$ cat config.mk
export PLATFORM = sky130hd
export DESIGN_NAME = integer_masked_accum
export DESIGN_NICKNAME = d
export VERILOG_FILES = /design/src/rtl/integer_masked_accum.sv
export SDC_FILE = /design/constraint.sdc
export NUM_CORES = 1
export LEC_CHECK = 0
export CAP_MARGIN = 20
export CORE_AREA = 5 5 122 124
export CTS_CLUSTER_DIAMETER = 200
export DETAILED_ROUTE_END_ITERATION = 16
export DIE_AREA = 0 0 127 129
export PLACE_DENSITY = 0.8
export SETUP_SLACK_MARGIN = 0.15
export SYNTH_ARGS = -nofsm -noshare
export SYNTH_HDL_FRONTEND = slang
export SYNTH_SLANG_ARGS = --single-unit
$ cat constraint.sdc
create_clock -name clk -period 2.98 [get_ports clk]
set_input_delay 0.298 -clock clk [delete_from_list [all_inputs] [get_ports clk]]
set_output_delay 0.298 -clock clk [all_outputs]
set_load 0.01 [all_outputs]
$ cat src/rtl/integer_masked_accum.sv
// integer_masked_accum
//   Masked accumulator sitting behind the integer compare unit. Samples of
//   in1 whose mask on in0 has any bit set are summed (out0) and counted
//   (out1) over a window of `amount` samples. The window starts `delay0`
//   cycles after an accepted run.
//   Optional build macro: INTEGER_MASKED_ACCUM_SATURATE_EN. When it is
//   defined, out0 saturates at all-ones. Otherwise out0 wraps.
module integer_masked_accum #(
  parameter int DATA_W  = 32,
  parameter int DELAY_W = 8
) (
  input  logic              clk,
  input  logic              rst,
  input  logic              running,
  input  logic              run,
  input  logic [DATA_W-1:0] in0,
  input  logic [DATA_W-1:0] in1,
  input  logic [DATA_W-1:0] amount,
  input  logic [DELAY_W-1:0] delay0,
  output logic [DATA_W-1:0] out0,
  output logic [DATA_W-1:0] out1,
  output logic              done
);

  typedef enum logic [1:0] {
    S_IDLE  = 2'd0,
    S_DELAY = 2'd1,
    S_ACCUM = 2'd2,
    S_DONE  = 2'd3
  } state_t;

  state_t             r_state;
  state_t             w_next;
  logic [DELAY_W-1:0] r_dcnt;
  logic [DATA_W-1:0]  r_scnt;
  logic [DATA_W-1:0]  r_sum;
  logic [DATA_W-1:0]  r_cnt;
  logic               r_done;
  logic               w_start;
  logic               w_hit;

  // The compare unit emits all-ones or all-zeros; any set bit counts as a hit.
  assign w_start = run & running;
  assign w_hit   = |in0;

  // Sum update. The saturating build clamps on carry-out, so a saturated
  // sum stays at all-ones until the next run clears it.
  function automatic logic [DATA_W-1:0] f_acc(input logic [DATA_W-1:0] a,
                                               input logic [DATA_W-1:0] b);
`ifdef INTEGER_MASKED_ACCUM_SATURATE_EN
    logic [DATA_W:0] s;
    s = {1'b0, a} + {1'b0, b};
    return s[DATA_W] ? {DATA_W{1'b1}} : s[DATA_W-1:0];
`else
    return a + b;
`endif
  endfunction

  // State register.
  always_ff @(posedge clk) begin
    if (rst) r_state <= S_IDLE;
    else     r_state <= w_next;
  end

  // Next state. A dropped running flag wins over run. A run from any state
  // restarts the window.
  always_comb begin
    w_next = r_state;
    if (!running) begin
      w_next = S_IDLE;
    end else if (run) begin
      if (delay0 != '0)      w_next = S_DELAY;
      else if (amount != '0) w_next = S_ACCUM;
      else                   w_next = S_DONE;
    end else begin
      case (r_state)
        S_DELAY: begin
          if (r_dcnt <= DELAY_W'(1))
            w_next = (r_scnt != '0) ? S_ACCUM : S_DONE;
        end
        S_ACCUM: begin
          if (r_scnt <= DATA_W'(1)) w_next = S_DONE;
        end
        default: w_next = r_state;
      endcase
    end
  end

  // Counters, sums and the done flag. done is raised in the same edge that
  // ends an accumulation window. On a zero-length window it is raised one
  // cycle after DONE is entered.
  always_ff @(posedge clk) begin
    if (rst) begin
      r_dcnt <= '0;
      r_scnt <= '0;
      r_sum  <= '0;
      r_cnt  <= '0;
      r_done <= 1'b1;
    end else if (!running) begin
      r_done <= 1'b1;
    end else if (w_start) begin
      r_dcnt <= delay0;
      r_scnt <= amount;
      r_sum  <= '0;
      r_cnt  <= '0;
      r_done <= 1'b0;
    end else begin
      case (r_state)
        S_DELAY: r_dcnt <= r_dcnt - DELAY_W'(1);
        S_ACCUM: begin
          if (w_hit) begin
            r_sum <= f_acc(r_sum, in1);
            r_cnt <= r_cnt + DATA_W'(1);
          end
          r_scnt <= r_scnt - DATA_W'(1);
          if (r_scnt <= DATA_W'(1)) r_done <= 1'b1;
        end
        S_DONE:  r_done <= 1'b1;
        default: r_done <= r_done;
      endcase
    end
  end

  assign out0 = r_sum;
  assign out1 = r_cnt;
  assign done = r_done;

endmodule

==> flow_summary.ini <==
[run_status]
status = finished clean

[setup_path]
critPathRequiredTime_ns = 3.22
cp_cell_sequence = clkdlybuf4s50_1 > ha_2 > fa_2 > a21oi_2 > o22ai_2 > o21ai_2 > a21boi_1 > a21o_1 > a221o_1 > a21o_1 > a21oi_2 > xnor2_1 > a22o_1
worstPathArrival_ns = 3.00
r2r_end = out0[30]
crit_start = in1[0]
worstReg2RegStart = out0[7]
endpoint_kind = flip-flop
crit_slowest_cell = clkdlybuf4s50_1
cp_max_fo = 4
crit_path_end = out0[30]
critical-path-max-stage-delay_ns = 0.41
reg2reg_slack_ns = 0.27
criticalPathCategory = primary input to flip-flop
critPathLaunchType = primary input
rr_worst_depth = 11

[die]
io_pins = 173
rows = 43
fp.dieH_um = 129
dieArea_um2 = 16400
coreArea_um2 = 13700
chipWidth_um = 127
start_util = 0.484

[detailed_routing]
vias_per_cell = 5.71
ant_nets = 0
wl_met3_um = 1500
routed.top_layer = met5
avgRoutedWirePerCell_um = 15.9
routed-wl-met2_um = 9300
dr.pass1.iters = 5
drtIter0Drc = 586
met1Wirelength_um = 8780
drcViolationCount = 0
num_vias = 7132
finalWirelength_um = 19800

[logic_synthesis]
syn_avg_cell_area_um2 = 7.71
ys_warn_count = 0
synth_nets = 1004
yosysTopAreaCellShare = 0.324
syn_area_um2 = 6620
ys.flop_type = dfxtp_1
synth_edf_count = 0
synthArstFlopShare = 0
synth_cells = 859
yosysSeqAreaShare = 0.324
synth_top_area_cell = dfxtp_1
synth_seq_cells = 107
synthTopCellsByArea = dfxtp_1, ha_1, a21oi_1
synth.distinct_cells = 62

[cts]
cts_buffer_depth = 2
hold_buffers = 0
htreeDepth = 3
cts.sink_count = 107
cts-root-buf = clkbuf_16
post-cts-setup-buffers = 0
tritoncts = built
clk_latency_ns = 0.35
path_clk_slew_ns = 0.07
cts_buffers = 9

[sta]
setup_violations = 0
fin_crit_ns = 2.75
tightest_slew_ns = 0.646
finalCritPeriodShare = 0.924
finalSetupTns_ns = 0
finalHoldViolations = 0
rsz0062_at_grt = true
fmax_mhz = 363
worst_slack_ns = 0.227
fin_skew_ns = 0.00646
slew_headroom = 0.568
drv_slew = 0

[run]
drv_cap = 0

[finish]
n_antenna_cell = 0
area_growth_pct = 41.0
drive_gt1_frac = 0.112
final_cell_mix = clkdlybuf4s50_1, dfxtp_1, nor2_1
final_common_cell = clkdlybuf4s50_1
nets = 1209

[min_path]
hp-class = primary input to flip-flop

[grt]
grt_max_degree = 37
overflow = 0
track_usage = 0.237
grt_pass1_vias = 6885
antenna_found_initial = 1
grt_pass1_wl_um = 32500

[place]
hpwl_um = 14700
place_congestion = 0.957
io_buffers = 172
dp_worst_setup_slack_ns = -0.328

[pwr]
switching_share = 0.304
ir_drop_mv = 0.279
leakage_nw = 3.67
switching_power_mw = 1.20
pwr-share-seq = 0.400
clkPwrFrac = 0.316
combPwrFrac = 0.284
p_int_mw = 2.74
p_per_area_nw_per_um2 = 422
-- cell families (layout without fill, tap and decap cells) --
kind of cell             Yosys count  after routing  synth area share
XOR/XNOR                          59             59            0.0781
adder cells (fa/ha/maj)           37             37            0.0711
AO/OA/AOI/OAI                    257            257             0.246
buffers and inverters             61            271            0.0348
multiplexers                       1              1           0.00170
flip-flops                       107            107             0.324
AND/OR/NAND/NOR                  337            337             0.245
-- critical path: cells and delay by family --
family          cells  cell delay [ns]
compound gates      9             1.63
fa+ha+maj           2             0.56
buf+inv             1             0.41
xor+xnor            1             0.08
-- power by group through the flow --
stage               Combinational (mW)  Sequential, mW  Clock (mW)
global placement                  1.05            1.60           0
CTS                               1.08            1.57        1.27
floorplan                        0.622            1.60           0
finish                            1.12            1.57        1.24
detailed placement                1.07            1.60           0
global route                      1.24            1.59        1.33
-- stage by stage --
step           hold WS (ns)  cell area (um^2)  instances  power, mW  utilization
4_1_cts               0.417              9230       1249       3.93        0.675
6_report              0.432              9340       1249       3.94        0.683
3_3_place_gp          0.461              8900       1233       2.66        0.652
5_1_grt               0.440              9340       1249       4.15        0.683
2_1_floorplan         0.434              6620        859       2.22            -
3_5_place_dp          0.467              8900       1233       2.67        0.652
-- final cells by class --
type	instances	area [um^2]
multi-input cells	691	4390
fillers	1164	4330
repair buffers	237	2200
flip-flops and latches	107	2140
clock buffers	11	243
well taps	180	225
inverters	18	67.6
clock inverters	5	61.3
-- sequential cells by signal, summed over array words and instances (netlist names) --
signal and flops:
r_dcnt 8, out0 32, r_state 2, done 1
out1 32, r_scnt 32
-- routing by layer --
metal  global-route usage  vias to the layer above
met5                    0                        -
met1                0.313                     3335
met4               0.0530                        2
met2                0.394                      226
li1                     -                     3550
met3               0.0598                       19
-- Yosys cell counts (all sizes together), types with 2 or more instances --
| library cell | count |
|---|---|
| xnor2 | 21 |
| a211oi | 12 |
| clkbuf | 39 |
| or4 | 6 |
| or3 | 17 |
| dfxtp | 107 |
| a311oi | 2 |
| a221oi | 6 |
| or2 | 2 |
| o32ai | 2 |
| and3 | 13 |
| a22oi | 12 |
| nand4 | 10 |
| a21o | 13 |
| o21bai | 5 |
| a31oi | 4 |
| nand2 | 87 |
| o221a | 2 |
| nand2b | 8 |
| nand3 | 27 |
| nor4 | 23 |
| o21a | 4 |
| nor2 | 100 |
| and2 | 4 |
| o21ai | 59 |
| xor2 | 38 |
| nor3 | 31 |
| inv | 18 |
| a21boi | 3 |
| a22o | 16 |
| nor2b | 6 |
| a211o | 2 |
| o221ai | 6 |
| a21oi | 87 |
| o31ai | 4 |
| buf | 4 |
| ha | 36 |
| o22ai | 7 |
-- how the worst min path moves through the flow --
| stage | start | endpoint | cells after the start |
|---|---|---|---|
| 3_3_place_gp | r_scnt[7] | r_scnt[7] | 2 |
| 6_report | rst | r_scnt[23] | 2 |
| 4_1_cts | rst | r_scnt[29] | 2 |
| 5_1_grt | rst | r_scnt[19] | 2 |
| 2_1_floorplan | delay0[0] | r_dcnt[0] | 2 |
| 3_5_place_dp | r_scnt[15] | r_scnt[15] | 2 |
-- timing repair --
action,in CTS,in global routing
setup endpoints to repair,5,13
gates resized for setup,4,26
pin swaps,1,8
Note: power is estimated with default switching activity, not from simulation.
